### src/rtl/mux_rr_arbiter.sv
// rtl/mux_rr_arbiter.sv - round-robin arbiter driving the select lines of an external 4:1 mux
module mux_rr_arbiter #(
  parameter int unsigned BURST = 4
) (
  input  logic       clk,
  input  logic       rst_n,
  input  logic [3:0] req,
  output logic [3:0] ack,
  output logic [3:0] gnt,
  output logic       sel0,
  output logic       sel1,
  output logic       out_valid,
  input  logic       out_ready
);

  typedef enum logic {IDLE, GRANT} state_e;

  localparam logic [3:0] LAST_BEAT = 4'(BURST - 1);

  state_e     state_q, state_d;
  logic [1:0] idx_q, idx_d;
  logic [1:0] ptr_q, ptr_d;
  logic [3:0] gnt_q, gnt_d;
  logic [3:0] beat_cnt_q, beat_cnt_d;
  logic [1:0] pick_idx;
  logic [1:0] cand;
  logic       pick_found;
  logic       xfer;

  // Search starts one past the last granted index so every requester gets a turn.
  always_comb begin
    pick_idx   = ptr_q;
    pick_found = 1'b0;
    cand       = ptr_q;
    for (int k = 1; k <= 4; k++) begin
      cand = ptr_q + 2'(k);
      if (!pick_found && req[cand]) begin
        pick_idx   = cand;
        pick_found = 1'b1;
      end
    end
  end

  always_comb begin
    state_d    = state_q;
    idx_d      = idx_q;
    ptr_d      = ptr_q;
    gnt_d      = gnt_q;
    beat_cnt_d = beat_cnt_q;
    ack        = 4'b0000;
    out_valid  = 1'b0;
    xfer       = 1'b0;
    case (state_q)
      IDLE: begin
        if (pick_found) begin
          idx_d      = pick_idx;
          gnt_d      = 4'b0001 << pick_idx;
          beat_cnt_d = 4'd0;
          state_d    = GRANT;
        end
      end
      GRANT: begin
        out_valid = req[idx_q];
        xfer      = out_valid & out_ready;
        if (xfer) begin
          ack        = 4'b0001 << idx_q;
          beat_cnt_d = beat_cnt_q + 4'd1;
        end
        // A dropped request releases even under backpressure, so a misbehaving requester cannot lock the mux.
        if ((xfer && beat_cnt_q == LAST_BEAT) || !req[idx_q]) begin
          ptr_d      = idx_q;
          gnt_d      = 4'b0000;
          beat_cnt_d = 4'd0;
          state_d    = IDLE;
        end
      end
      default: state_d = IDLE;
    endcase
  end

  always_ff @(posedge clk or negedge rst_n) begin
    if (!rst_n) begin
      state_q    <= IDLE;
      idx_q      <= 2'd0;
      ptr_q      <= 2'd3;
      gnt_q      <= 4'b0000;
      beat_cnt_q <= 4'd0;
    end else begin
      state_q    <= state_d;
      idx_q      <= idx_d;
      ptr_q      <= ptr_d;
      gnt_q      <= gnt_d;
      beat_cnt_q <= beat_cnt_d;
    end
  end

  assign gnt  = gnt_q;
  assign sel0 = idx_q[0];
  assign sel1 = idx_q[1];

endmodule

### config.mk
export PLATFORM = sky130hd
export DESIGN_NAME = mux_rr_arbiter
export DESIGN_NICKNAME = d
export VERILOG_FILES = /design/src/rtl/mux_rr_arbiter.sv
export SDC_FILE = /design/constraint.sdc
export NUM_CORES = 1
export LEC_CHECK = 0
export BUFFER_PORTS_ARGS = -buffer_cell sky130_fd_sc_hd__buf_2
export CAP_MARGIN = 20
export CORE_MARGIN = 2
export CORE_UTILIZATION = 50
export CTS_CLUSTER_SIZE = 8
export DETAILED_ROUTE_END_ITERATION = 10
export PLACE_DENSITY_LB_ADDON = 0.3
export RECOVER_POWER = 100
export SETUP_SLACK_MARGIN = 0.02
export SLEW_MARGIN = 30
export SYNTH_ARGS = -nofsm -noshare
export SYNTH_HDL_FRONTEND = slang
export SYNTH_SLANG_ARGS = --single-unit
### constraint.sdc
create_clock -name clk -period 2.5 [get_ports clk]
set_clock_uncertainty 0.1 [all_clocks]
set_input_delay 0 -clock clk [delete_from_list [all_inputs] [get_ports clk]]
set_output_delay 0 -clock clk [all_outputs]
set_load 0.01 [all_outputs]
==> impl_metrics.toml <==
[cts]
cts-root-buf = "clkbuf_4"
numCtsBuffers = 3
htreeDepth = 1
cts.path.max_buffers = 2
cts_tree = "yes"
clock_sinks = 13
clock_latency_ns = 0.28
clkTransAtPathRegs_ns = 0.08

[setup_path]
critPathCaptureType = "output port"
cp_slowest_stage_delay_ns = 0.58
critPathRequiredTime_ns = 2.40
slowest_stage = "mux4_2"
start_kind = "register"
arrival_ns = 1.90
crit_type = "reg -> out"
cp_max_fo = 8
path_buf_inv = 1
cp_cell_sequence = "mux4_2, and2_0, and4_2, clkbuf_1"
crit_family = "multiplexers"

[placement]
portBuffers = 17
dp_cells = 103
dp_hpwl_mm = 1.22
gpl.final_weighted_congestion = 0.784

[floorplan]
io_pins = 18
die_x_um = 41.7
start_util = 0.539
die_h_um = 41.7
std_cell_rows = 13
design.core.area_um2 = 1320
die-area_um2 = 1740

[timing]
fin_crit_ns = 2.00
drv_slew = 0
fmax_mhz = 499
rsz0062_at_grt = "no"
relSlewSlack = 0.523
finalCritPeriodShare = 0.801
tightest_slew_ns = 0.716
finalSetupViolCount = 0
final.setup.tns_ns = 0
finalHoldViolCount = 0

[layout]
area_growth_pct = 19.0
drive_above_1_share = 0.160
instances_no_fill = 109
num_antenna_cells = 0
fillers = 114
nets = 103

[synthesis]
postSynth.asyncResetShare = 1.00
netlist_top_cells_count = "11 x dfrtp_1, 6 x nor2_1, 6 x o21ai_0, 5 x a21oi_1"
ys_seq_area_frac = 0.461
synth.most_common_cell = "dfrtp_1"
syn_inst = 71
synth_top_flop_cell = "dfrtp_1"
synthTopCellsByArea = "dfrtp_1 39%, dfstp_2 7.4%, o2bb2ai_1 4.9%, o21ai_0 4.2%, a21oi_1 3.5%"
synth.net_count = 79
syn_avg_cell_area_um2 = 10.0
ys_ff_latch = 13
syn-cell-area_um2 = 711
synth_edf_count = 0
yosysUniqueCellTypes = 32
yosysTopAreaCell = "dfrtp_1"
yosys_warnings = 0
netlist.area_leader.share = 0.387

[routing]
drt_iter0_drc = 9
num_vias = 666
drt_pass1_iterations = 4
drtAntennaViolNets = 0
routed_wl_mm = 1.60
wire_per_inst_um = 14.6
avgViaCountPerCell = 6.11
route.detailed.drc = 0

[global_route]
use_met1 = 0.259
grt_start_max_net_pins = 14
met3_usage = 0.0304
busiest_layer = "met2"
grt_pass1_vias = 693
grt_pass1_wl_mm = 2.79
antenna_found_initial = 0
gr-usage-met2 = 0.347
overflow = 0
grtUsageTotal = 0.208

[power_and_ir_drop]
power_uw = 945
ir_worst_vdd_mv = 0.586
p_per_area_nw_per_um2 = 1120
p_leak_uw = 0.000352

[hold_path]
min_path_type = "in -> reg"

[job]
maxCapViolCount = 0

[outcome]
outcome = "finished, final reports clean"
[cells in the final DEF, fill, tap and decap left out, drive strengths merged]
master / instances
o21ai: 6
or3: 2
clkbuf: 15
buf: 6
mux2: 1
a21o: 1
dfstp: 2
nand3: 1
nand2b: 2
mux4: 1
a2111o: 1
ha: 1
o21a: 1
nor3: 2
nor3b: 2
and3: 1
a221o: 1
nor2b: 2
nor2: 6
nand4bb: 1
nor4: 1
dlygate4sd3: 2
a22o: 1
o2bb2ai: 4
a221oi: 1
o211ai: 1
or2: 1
a32o: 1
dfrtp: 11
and2: 2
nand2: 4
and4: 1
inv: 4
a21oi: 5
[logic make-up (layout without fill, tap and decap cells)]
logic type      count (synthesis)  count (layout)  synth area share
simple gates                   28              28             0.225
compound gates                 23              23             0.227
flops                          13              13             0.461
buf+inv                         4              27            0.0211
mux                             2               2            0.0475
fa+ha+maj                       1               1            0.0176
[final timing paths]
path,slack [ns],startpoint,cells past startpoint,to
setup / recovery,0.50,idx_q[1],4,ack[3]
hold / removal,0.17,req[2],4,state_q
setup reg to reg,0.50,idx_q[1],4,beat_cnt_q[2]
hold reg to reg,0.39,gnt[0],1,gnt[0]
max in group asynchronous,1.66,rst_n,2,gnt[0]
min in group asynchronous,0.18,rst_n,2,beat_cnt_q[0]
[registers in the layout (all words and copies together) (netlist names)]
| name | count |
|---|---|
| ptr_q | 2 |
| idx_q | 2 |
| state_q | 1 |
| beat_cnt_q | 4 |
| gnt | 4 |
[layout make-up]
| type | count | area [um^2] | share of cell area |
|---|---|---|---|
| flip-flops and latches | 13 | 328 | 0.388 |
| inverters | 4 | 15.0 | 0.0178 |
| clock buffers | 4 | 26.3 | 0.0311 |
| well taps | 15 | 18.8 | 0.0222 |
| repair buffers | 19 | 91.3 | 0.108 |
| multi-input cells | 54 | 367 | 0.433 |
[power by group]
group	switching [uW]	internal (uW)	leakage, uW
Sequential	93.6	304	0.000162
Combinational	237	182	0.000175
Clock	66.0	62.0	0.0000150
Total	396	548	0.000352
[worst register-to-register path: stages, from the launching register on]
cell and delay (ns):
dfrtp_1 0.48, mux4_2 0.58, a22o_1 0.28, or3_1 0.32
a21oi_1 0.17
[per-layer routing]
metal	routed length (um)	part of all wire
met3	101	0.063
met4	22	0.014
met2	784	0.49
met1	686	0.43
met5	0	0
[through the flow]
stage               cell area, um^2  setup WS, ns  utilization  hold WS (ns)
floorplan                       711         0.595            -        -0.396
global placement                815         0.579        0.618        -0.207
detailed placement              815         0.531        0.618        -0.199
CTS                             861         0.491        0.653        0.0317
global route                    846         0.349        0.642         0.178
finish                          846         0.497        0.642         0.167
[timing repair]
item	in CTS	in global routing
setup buffers	0	0
gates resized for setup	0	0
hold buffers	2	0
hold endpoints to repair	15	0
setup endpoints to repair	0	0
Power figures use the tool's default switching activity.
